## src/rtl/cpu_checker_pro.sv

```systemverilog
// cpu_checker_pro: streaming checker for CPU trace records, one ASCII char per clock.
// Recognises register writes "^t@pc: $g <= d#" and memory writes "^t@pc: *a <= d#".
// Optional statistics counters (line_cnt, err_cnt) are built when CHECKER_STATS_EN is defined.
module cpu_checker_pro #(
  parameter int          TIME_DIGITS = 4,
  parameter int          GRF_DIGITS  = 4,
  parameter int          GRF_NUM     = 32,
  parameter logic [31:0] PC_LO       = 32'h0000_3000,
  parameter logic [31:0] PC_HI       = 32'h0000_6fff,
  parameter logic [31:0] DM_HI       = 32'h0000_2fff
) (
  input  logic        clk,
  input  logic        reset,
  input  logic [7:0]  char,
  input  logic [15:0] freq,
  output logic [1:0]  format_type,
  output logic [3:0]  error_code,
  output logic [31:0] rec_pc,
  output logic [31:0] rec_data
`ifdef CHECKER_STATS_EN
  ,
  output logic [15:0] line_cnt,
  output logic [15:0] err_cnt
`endif
);

  typedef enum logic [3:0] {
    IDLE, TIME, PC, PC_END, SP1, GRF, ADDR, SP2, ARROW, SP3, DATA, DONE
  } state_t;

  localparam logic [3:0]  TIME_MAX = 4'(TIME_DIGITS);
  localparam logic [3:0]  GRF_MAX  = 4'(GRF_DIGITS);
  localparam logic [16:0] GRF_LIM  = 17'(GRF_NUM);

  state_t      state, next_state;
  logic [3:0]  cnt;
  logic [16:0] time_acc;
  logic [16:0] grf_acc;
  logic [31:0] pc_acc;
  logic [31:0] addr_acc;
  logic [31:0] data_acc;
  logic        is_mem;

  logic        is_dec, is_hex;
  logic [3:0]  nib;
  logic [16:0] time_mask;
  logic [3:0]  err;
  logic        unused_bits;

  // Character classification; nibble value for 0-9 and lowercase a-f
  assign is_dec      = (char >= "0") && (char <= "9");
  assign is_hex      = is_dec || ((char >= "a") && (char <= "f"));
  assign nib         = is_dec ? char[3:0] : char[3:0] + 4'd9;
  assign time_mask   = {2'b00, freq[15:1] - 15'd1};
  assign unused_bits = freq[0];

  // State register
  always_ff @(posedge clk) begin
    if (reset) state <= IDLE;
    else       state <= next_state;
  end

  // Next-state decode; '^' always restarts, anything unexpected falls back to IDLE
  always_comb begin
    next_state = IDLE;
    if (char == "^") begin
      next_state = TIME;
    end else begin
      case (state)
        TIME: begin
          if (is_dec && cnt < TIME_MAX)        next_state = TIME;
          else if (char == "@" && cnt != 4'd0) next_state = PC;
        end
        PC:     if (is_hex) next_state = (cnt == 4'd7) ? PC_END : PC;
        PC_END: if (char == ":") next_state = SP1;
        SP1: begin
          if (char == " ")      next_state = SP1;
          else if (char == "$") next_state = GRF;
          else if (char == "*") next_state = ADDR;
        end
        GRF: begin
          if (is_dec && cnt < GRF_MAX)         next_state = GRF;
          else if (char == " " && cnt != 4'd0) next_state = SP2;
          else if (char == "<" && cnt != 4'd0) next_state = ARROW;
        end
        ADDR: begin
          if (is_hex && cnt < 4'd8)            next_state = ADDR;
          else if (char == " " && cnt == 4'd8) next_state = SP2;
          else if (char == "<" && cnt == 4'd8) next_state = ARROW;
        end
        SP2: begin
          if (char == " ")      next_state = SP2;
          else if (char == "<") next_state = ARROW;
        end
        ARROW: if (char == "=") next_state = SP3;
        SP3: begin
          if (char == " ")  next_state = SP3;
          else if (is_hex)  next_state = DATA;
        end
        DATA: begin
          if (is_hex && cnt < 4'd8)            next_state = DATA;
          else if (char == "#" && cnt == 4'd8) next_state = DONE;
        end
        default: next_state = IDLE;
      endcase
    end
  end

  // Field accumulators and digit counter; a restart wipes everything
  always_ff @(posedge clk) begin
    if (reset || char == "^") begin
      cnt      <= 4'd0;
      time_acc <= 17'd0;
      grf_acc  <= 17'd0;
      pc_acc   <= 32'd0;
      addr_acc <= 32'd0;
      data_acc <= 32'd0;
      is_mem   <= 1'b0;
    end else begin
      case (state)
        TIME: begin
          if (next_state == TIME) begin
            time_acc <= 17'(time_acc * 17'd10 + {13'd0, nib});
            cnt      <= cnt + 4'd1;
          end else if (next_state == PC) begin
            cnt <= 4'd0;
          end
        end
        PC: begin
          if (next_state == PC || next_state == PC_END) begin
            pc_acc <= {pc_acc[27:0], nib};
            cnt    <= cnt + 4'd1;
          end
        end
        SP1: begin
          if (next_state == GRF) begin
            cnt    <= 4'd0;
            is_mem <= 1'b0;
          end else if (next_state == ADDR) begin
            cnt    <= 4'd0;
            is_mem <= 1'b1;
          end
        end
        GRF: begin
          if (next_state == GRF) begin
            grf_acc <= 17'(grf_acc * 17'd10 + {13'd0, nib});
            cnt     <= cnt + 4'd1;
          end
        end
        ADDR: begin
          if (next_state == ADDR) begin
            addr_acc <= {addr_acc[27:0], nib};
            cnt      <= cnt + 4'd1;
          end
        end
        SP3: begin
          if (next_state == DATA) begin
            data_acc <= {28'd0, nib};
            cnt      <= 4'd1;
          end
        end
        DATA: begin
          if (next_state == DATA) begin
            data_acc <= {data_acc[27:0], nib};
            cnt      <= cnt + 4'd1;
          end
        end
        default: ;
      endcase
    end
  end

  // Semantic error flags derived from the held accumulators
  always_comb begin
    err    = 4'd0;
    err[0] = |(time_acc & time_mask);
    err[1] = (pc_acc[1:0] != 2'd0) || (pc_acc < PC_LO) || (pc_acc > PC_HI);
    err[2] = is_mem && ((addr_acc[1:0] != 2'd0) || (addr_acc > DM_HI));
    err[3] = !is_mem && (grf_acc >= GRF_LIM);
  end

  // Output decode: only the DONE state exposes a result, everything else reads zero
  always_comb begin
    format_type = 2'b00;
    error_code  = 4'd0;
    rec_pc      = 32'd0;
    rec_data    = 32'd0;
    if (state == DONE) begin
      format_type = is_mem ? 2'b10 : 2'b01;
      error_code  = err;
      rec_pc      = pc_acc;
      rec_data    = data_acc;
    end
  end

`ifdef CHECKER_STATS_EN
  // Saturating record and error counters, bumped once per DONE cycle
  always_ff @(posedge clk) begin
    if (reset) begin
      line_cnt <= 16'd0;
      err_cnt  <= 16'd0;
    end else if (state == DONE) begin
      if (line_cnt != 16'hffff)                     line_cnt <= line_cnt + 16'd1;
      if (error_code != 4'd0 && err_cnt != 16'hffff) err_cnt  <= err_cnt + 16'd1;
    end
  end
`endif

endmodule

```

## config.mk

```make
export PLATFORM = sky130hd
export DESIGN_NAME = cpu_checker_pro
export DESIGN_NICKNAME = d
export VERILOG_FILES = /design/src/rtl/cpu_checker_pro.sv
export SDC_FILE = /design/constraint.sdc
export NUM_CORES = 1
export LEC_CHECK = 0
export ABC_AREA = 1
export ABC_CLOCK_PERIOD_IN_PS = 3950
export CORE_ASPECT_RATIO = 0.75
export CORE_MARGIN = 1.5
export CORE_UTILIZATION = 28
export DETAILED_ROUTE_END_ITERATION = 10
export SYNTH_ARGS = -nofsm -noshare
export SYNTH_HDL_FRONTEND = slang
export SYNTH_SLANG_ARGS = --single-unit
```

## constraint.sdc

```tcl
create_clock -name clk -period 3.95 [get_ports clk]
set_input_delay 0.395 -clock clk [delete_from_list [all_inputs] [get_ports clk]]
set_output_delay 0.395 -clock clk [all_outputs]
set_load 0.02 [all_outputs]
```

## Word-level counts from Yosys, hierarchy flattened

Index checks and enable logic that the tools add are counted.

| operators by class | value |
|---|---|
| add/sub/neg operators | 5 |
| multiply operators | 2 |
| div/mod/pow operators | 0 |
| magnitude comparators | 10 |
| eq/ne operators | 35 |
| shifts and indexed selects | 0 |
| multiplexer cells | 44 |
| bitwise operators | 1 |
| reduce and logical (&&, ||, !) cells | 33 |

Operators with widths:

| kind | number |
|---|---|
| $mux W32 | 4 |
| $mux W4 | 25 |
| $pmux W32 S2 | 1 |
| $eq A8 B6 Y1 const B | 7 |
| $pmux W4 S10 | 1 |
| $add A17 B4 Y17 | 2 |
| $mul A17 B3 Y16 const B | 2 |
| $gt A32 B14 Y1 const B | 1 |
| $gt A32 B15 Y1 const B | 1 |
| $lt A32 B14 Y1 const B | 1 |
| $eq A4 B3 Y1 const B | 7 |
| $pmux W4 S7 | 1 |
| $eq A4 B4 Y1 const B | 6 |
| $and A17 B15 Y17 | 1 |
| $ge A17 B6 Y1 const B | 1 |
| $reduce_or A17 Y1 | 1 |
| $eq A4 B2 Y1 const B | 4 |
| $eq A8 B7 Y1 const B | 2 |
| $sub A15 B1 Y15 const B | 1 |
| $logic_and A1 B1 Y1 | 12 |
| $mux W3 | 4 |
| $mux W2 | 5 |
| $ne A2 B2 Y1 const B | 5 |
| $reduce_and A2 Y1 | 5 |
| other kinds (18) | 30 |

| word-level totals | value |
|---|---|
| register bits after elaboration | 139 |
| bits in latches | 0 |
| bits in writable memories | 0 |
| bits in read-only memories | 0 |
| input port bits | 26 |
| output and inout bits | 70 |
| logic and storage cells | 138 |
| memories | 0 |

## Logic depth before layout (Yosys ltp)

| logic depth | value |
|---|---|
| depth in word-level cells | 11 |
| gate-level depth with buffers | 22 |
| mapped depth without buffers | 22 |

## Least setup slack after synthesis

OpenSTA, ideal clock, no wires.

| path | value |
|---|---|
| kind | input to register |
| from | input char[1] |
| to | register grf_acc[13] |
| arrival time | 3135 ps |
| data required time | 3834 ps |
| setup slack | 699 ps |
| cell stages on the path | 18 |
| buffers on the path | 0 |
| cell sequence | inv_1 -> ha_1 -> nor2_1 -> o21ai_2 -> nand2_4 -> o21ai_0 -> ha_1 -> fa_1 -> a21oi_1 -> nor3_1 -> nand2_1 -> nor2_1 -> nand3_1 -> nor2_1 -> nand2_1 -> xor2_1 -> o21ai_0 -> inv_1 |

| between the ends | value |
|---|---|
| elaborated cells on any way between the ends | 52 |

RTL lines:

| what | line | text |
|---|---|---|
| start: declaration | 14 | `input logic [7:0] char,` |
| $ge A8 B6 Y1 or $le A8 B6 Y1 (tied branches) | 51 | `assign is_dec = (char >= "0") && (char <= "9");` |
| $logic_and A1 B1 Y1 | 51 |  |
| $mux W4 (*) | 53 | `assign nib = is_dec ? char[3:0] : char[3:0] + 4'd9;` |
| named net nib[1] | 45 | `logic [3:0] nib;` |
| $add A17 B4 Y17 (*) | 146 | `grf_acc <= 17'(grf_acc * 17'd10 + {13'd0, nib});` |
| end signal: assignment | 146 |  |
| end: declaration | 38 | `logic [16:0] grf_acc;` |

The timed path passes the listed nets; every way through them passes the cells marked *.
A chain may end at the register's enable or synchronous reset.

## Worst setup path in the final report

| path | value |
|---|---|
| from | input char[1] |
| to | register time_acc[14] |

| between the ends | value |
|---|---|
| elaborated cells on any way between the ends | 52 |

RTL lines:

| what | line | text |
|---|---|---|
| $ge A8 B6 Y1 or $le A8 B6 Y1 (tied branches) | 51 |  |
| $logic_and A1 B1 Y1 | 51 |  |
| $mux W4 (*) | 53 |  |
| named net nib[3] | 45 |  |
| $add A17 B4 Y17 (*) | 123 | `time_acc <= 17'(time_acc * 17'd10 + {13'd0, nib});` |
| end signal: assignment | 123 |  |
| end: declaration | 37 | `logic [16:0] time_acc;` |

Marks and branches as above.

==> flow_summary.html <==
<table>
<tr><th>Metric</th><th>Value</th></tr>
<tr><th colspan="2">Status</th></tr>
<tr><td>Result of the run</td><td>complete, no violations</td></tr>
<tr><th colspan="2">Power and ir drop</th></tr>
<tr><td>Power per standard cell area</td><td>293 mW/mm²</td></tr>
<tr><td>LEAKAGE</td><td>around 4.5 nW</td></tr>
<tr><td>Highest ir drop seen on vdd</td><td>305 µV</td></tr>
<tr><th colspan="2">Floorplanning</th></tr>
<tr><td>Standard-cell row count</td><td>55</td></tr>
<tr><td>Area of the die</td><td>0.0322 mm²</td></tr>
<tr><td>Core Box Area</td><td>~0.030 mm²</td></tr>
<tr><td>Width of the die</td><td>just over 200 µm</td></tr>
<tr><td>Initial Util</td><td>between 20% and 30%</td></tr>
<tr><td>Number of ports placed on the die boundary</td><td>96</td></tr>
<tr><td>Chip height</td><td>about 160 µm</td></tr>
<tr><th colspan="2">Layout</th></tr>
<tr><td>Share of post-route cells with drive strength above 1</td><td>6.97%</td></tr>
<tr><td>Commonest non-fill, non-tap cells in the layout</td><td>sky130_fd_sc_hd__nand2_1 (257), sky130_fd_sc_hd__inv_1 (171), sky130_fd_sc_hd__nor2_1 (166)</td></tr>
<tr><td>Post-route design area</td><td>around 0.011 mm²</td></tr>
<tr><td>Total Nets Final</td><td>1484</td></tr>
<tr><td>Commonest non-fill, non-tap cell in the layout</td><td>sky130_fd_sc_hd__nand2_1</td></tr>
<tr><td>ANT cells</td><td>0</td></tr>
<tr><td>Utilization of the core after routing</td><td>between 30% and 40%</td></tr>
<tr><td>Non-filler cells, final</td><td>about 1800</td></tr>
<tr><td>Area overhead of the layout relative to synthesis</td><td>23.0%</td></tr>
<tr><td>Number of fillers in the final layout</td><td>3280</td></tr>
<tr><th colspan="2">Worst setup path</th></tr>
<tr><td>Series of cell instances along the critical path</td><td>clkdlybuf4s50_1 -&gt; inv_1 -&gt; ha_1 -&gt; nor2_1 -&gt; o21ai_2 -&gt; nand2_4 -&gt; nand2_1 -&gt; xor2_1 -&gt; buf_4 -&gt; ha_1 -&gt; nand3_1 -&gt; nand2_1 -&gt; nand2_1 -&gt; nor2_1 -&gt; nand2_1 -&gt; nor2_1 -&gt; nand2_1 -&gt; nor2_1 -&gt; nand4_1 -&gt; o21ai_0 -&gt; nand2_1 -&gt; nor2_1 -&gt; nor2_1</td></tr>
<tr><td>Delay of the slowest critical-path stage</td><td>between 0.5 and 0.6 ns</td></tr>
<tr><td>Classification of the worst setup path</td><td>in -&gt; reg</td></tr>
<tr><td>Crit path launch type</td><td>input pin</td></tr>
<tr><td>Type of destination of the critical path</td><td>flip-flop</td></tr>
<tr><td>Required arrival time at the worst endpoint</td><td>4.28 ns</td></tr>
<tr><td>Worst-path maximum fanout</td><td>6</td></tr>
<tr><td>Worst endpoint data arrival time</td><td>slightly below 4 ns</td></tr>
<tr><td>Slowest stage cell, crit path</td><td>sky130_fd_sc_hd__clkdlybuf4s50_1</td></tr>
<tr><td>Number of buffer and inverter instances along the worst setup path</td><td>3</td></tr>
<tr><td>Top Family by Delay on Critical Path</td><td>simple AND/OR/NAND/NOR gates</td></tr>
<tr><th colspan="2">Synthesis</th></tr>
<tr><td>Part of the Yosys area used for sequential elements</td><td>between 30% and 40%</td></tr>
<tr><td>FFs w/ async S/R, synth</td><td>0%</td></tr>
<tr><td>Number of enable-type register cells in the synthesized netlist</td><td>0</td></tr>
<tr><td>Fraction of synthesized area in multiplexers</td><td>0%</td></tr>
<tr><td>Synthesized area</td><td>0.00872 mm²</td></tr>
<tr><td>Number of distinct standard cells referenced by the synthesized netlist</td><td>49</td></tr>
<tr><td>Post-synth top flop</td><td>sky130_fd_sc_hd__dfxtp_1</td></tr>
<tr><td>Simple-gate area share of the yosys netlist</td><td>28.6%</td></tr>
<tr><td>Synthesized area divided by synthesized cell count</td><td>6.68 µm²</td></tr>
<tr><td>Share of the synthesized area in compound gates (AO/OA/AOI/OAI)</td><td>15.6%</td></tr>
<tr><td>Parity-gate share of the synthesized area counting xor and xnor cells</td><td>4.62%</td></tr>
<tr><td>Main combinational cell family by area after synthesis</td><td>simple AND/OR/NAND/NOR gates</td></tr>
<tr><td>Post-Synthesis Net Count</td><td>1395</td></tr>
<tr><td>Flops &amp; latches, synth</td><td>around 140</td></tr>
<tr><td>Arithmetic-cell share of the synthesized area counting full adders, half adders and majority gates</td><td>a little under a tenth</td></tr>
<tr><td>Cell count after synthesis</td><td>1305</td></tr>
<tr><td>Number of synthesis warnings</td><td>0</td></tr>
<tr><th colspan="2">Placement</th></tr>
<tr><td>Total placed cells including tap cells</td><td>~1800</td></tr>
<tr><td>Final Wtd Congestion</td><td>~0.92</td></tr>
<tr><td>DP Worst Slack</td><td>-0.00483 ns</td></tr>
<tr><td>Port Buffer Count</td><td>94</td></tr>
<tr><td>Detailed-placement wirelength estimate</td><td>18100 µm</td></tr>
<tr><td>Area post-placement</td><td>0.0101 mm²</td></tr>
<tr><th colspan="2">Detailed routing</th></tr>
<tr><td>Post-detailed-route wirelength per cell</td><td>13.2 µm</td></tr>
<tr><td>Post-route ant nets</td><td>0</td></tr>
<tr><td>Number of remaining DRC errors</td><td>0</td></tr>
<tr><td>Total vias in the final route</td><td>8420</td></tr>
<tr><td>TritonRoute pass-1 iters</td><td>6</td></tr>
<tr><td>Wirelength, routed</td><td>23900 µm</td></tr>
<tr><td>Post-detailed-route via-to-cell ratio</td><td>4.66</td></tr>
<tr><td>First-iteration detailed-routing DRC count</td><td>~660</td></tr>
<tr><th colspan="2">Timing</th></tr>
<tr><td>Setup skew after layout</td><td>0.0182 ns</td></tr>
<tr><td>Number of max-slew violations in the final report</td><td>0</td></tr>
<tr><td>Post-route setup slack</td><td>0.419 ns</td></tr>
<tr><td>Final worst path period need</td><td>3.53 ns</td></tr>
<tr><td>Setup TNS</td><td>0 ns</td></tr>
<tr><td>Final setup fails</td><td>0</td></tr>
<tr><td>Final hold violations</td><td>0</td></tr>
<tr><td>Slew at the pin with the worst max-slew slack</td><td>0.711 ns</td></tr>
<tr><td>Final Cycle Share</td><td>between 80% and 90%</td></tr>
<tr><td>F_max</td><td>about 0.28 GHz</td></tr>
<tr><td>Setup repair after global routing missed its margin</td><td>no</td></tr>
<tr><td>Worst-case headroom to the max-slew limit</td><td>around half</td></tr>
<tr><th colspan="2">Clock tree</th></tr>
<tr><td>Max Root-Sink Buffers</td><td>2</td></tr>
<tr><td>Total clock buffers created by CTS</td><td>17</td></tr>
<tr><td>Sink count of the clock tree</td><td>137</td></tr>
<tr><td>H-Tree Depth</td><td>4</td></tr>
<tr><td>TritonCTS clock tree</td><td>built</td></tr>
<tr><td>Root buffer cell</td><td>sky130_fd_sc_hd__clkbuf_16</td></tr>
<tr><td>Clock transition time at the flip-flop clock pins of the worst setup and hold paths</td><td>approximately 0.070 ns</td></tr>
<tr><td>Number of buffers added for setup after CTS</td><td>0</td></tr>
<tr><td>Clock latency at the later pin of the worst-skew pair</td><td>0.43 ns</td></tr>
<tr><td>Number of resized instances in the post-cts repair step</td><td>0</td></tr>
<tr><td>Number of buffers added to fix hold violations after cts</td><td>0</td></tr>
<tr><th colspan="2">Global routing</th></tr>
<tr><td>Global Route Usage Sum</td><td>14.9%</td></tr>
<tr><td>Wire length of the first global-routing pass</td><td>38700 µm</td></tr>
<tr><td>Pin count of the biggest net entering global routing</td><td>63</td></tr>
<tr><td>Number of antenna violations at the first check in global routing</td><td>0</td></tr>
<tr><td>Total overflow reported by the global router</td><td>0</td></tr>
<tr><td>Via count of the first global-routing pass</td><td>~7700</td></tr>
<tr><th colspan="2">Job</th></tr>
<tr><td>Max_cap viols</td><td>0</td></tr>
<tr><th colspan="2">Worst hold path</th></tr>
<tr><td>Worst min-delay path class</td><td>reg -&gt; reg</td></tr>
</table>
==> synthesized netlist by cell type (5+ instances only) <==
library cell	number	area [µm²]
sky130_fd_sc_hd__nand4_1	22	138
sky130_fd_sc_hd__nand2_1	258	968
sky130_fd_sc_hd__dfxtp_1	137	2740
sky130_fd_sc_hd__buf_1	6	22.5
sky130_fd_sc_hd__nor3_1	18	90.1
sky130_fd_sc_hd__nand3_1	62	310
sky130_fd_sc_hd__xor2_1	27	236
sky130_fd_sc_hd__ha_1	60	751
sky130_fd_sc_hd__inv_1	172	646
sky130_fd_sc_hd__o21ai_0	78	390
sky130_fd_sc_hd__nor2_2	5	31.3
sky130_fd_sc_hd__o21ai_1	9	45.0
sky130_fd_sc_hd__xnor2_1	19	166
sky130_fd_sc_hd__nor2_1	166	623
sky130_fd_sc_hd__inv_2	12	45.0
sky130_fd_sc_hd__nor4_1	9	56.3
sky130_fd_sc_hd__nand2_2	9	56.3
sky130_fd_sc_hd__a21oi_1	149	746
sky130_fd_sc_hd__clkbuf_1	30	113
==> worst min-delay path, cell delays in order (launching register included) <==
cell and delay (ns):
sky130_fd_sc_hd__dfxtp_1 0.30, sky130_fd_sc_hd__nand2_1 0.06, sky130_fd_sc_hd__a21oi_1 0.05
==> final cells by class <==
class / instances / area, µm² / share of cell area, %
Multi-Input combinational cell: 938 / 5090 / 47.5
Sequential cell: 137 / 2740 / 25.6
Timing Repair Buffer: 113 / 1100 / 10.2
Inverter: 187 / 703 / 6.56
Tap cell: 399 / 499 / 4.66
Clock buffer: 19 / 443 / 4.13
Clock inverter: 13 / 145 / 1.35
==> power by group <==
| part | total, mW | switching [mW] | internal (mW) | leakage [nW] |
|---|---|---|---|---|
| registers | 1.38 | 0.000153 | 1.38 | 1.10 |
| logic | 0.143 | 0.0867 | 0.0564 | 3.07 |
| clock network | 1.61 | 0.660 | 0.954 | 0.286 |
==> routing by layer <==
layer | GRT usage (%) | vias up | share of wire [%]
met5 | 0 | - | 0
met4 | 2.81 | 0 | 0.67
met3 | 2.49 | 15 | 4.4
met2 | 22.8 | 164 | 42
met1 | 22.0 | 3841 | 52
li1 | - | 4400 | -
==> logic make-up after synthesis <==
kind of cell	count (synthesis)
adder cells (fa/ha/maj)	64
AO/OA/AOI/OAI	259
flip-flops	137
AND/OR/NAND/NOR	569
buffers and inverters	230
XOR/XNOR	46
==> final timing paths <==
path,start,depth (start not counted),slack (ns),to
setup reg to reg,grf_acc[1]$_SDFFE_PP0P_,19,1.01,grf_acc[15]$_SDFFE_PP0P_
hold reg to reg,addr_acc[3]$_SDFFE_PP0P_,2,0.45,addr_acc[7]$_SDFFE_PP0P_
hold / removal,addr_acc[3]$_SDFFE_PP0P_,2,0.45,addr_acc[7]$_SDFFE_PP0P_
setup / recovery,char[1],23,0.42,time_acc[14]$_SDFFE_PP0P_
==> flip-flops by register name, indices dropped and copies added (netlist names) <==
name and cells:
is_mem 1, state 4, grf_acc 17, time_acc 15
cnt 4, data_acc 32, pc_acc 32, addr_acc 32
==> stage by stage <==
stage               power [mW]  hold WS, ns
global placement          1.55        0.449
finish                    3.14        0.452
detailed placement        1.55        0.450
global route              3.23        0.472
floorplan                 1.49        0.438
CTS                       3.17        0.459
(Power assumes the default switching activity.)
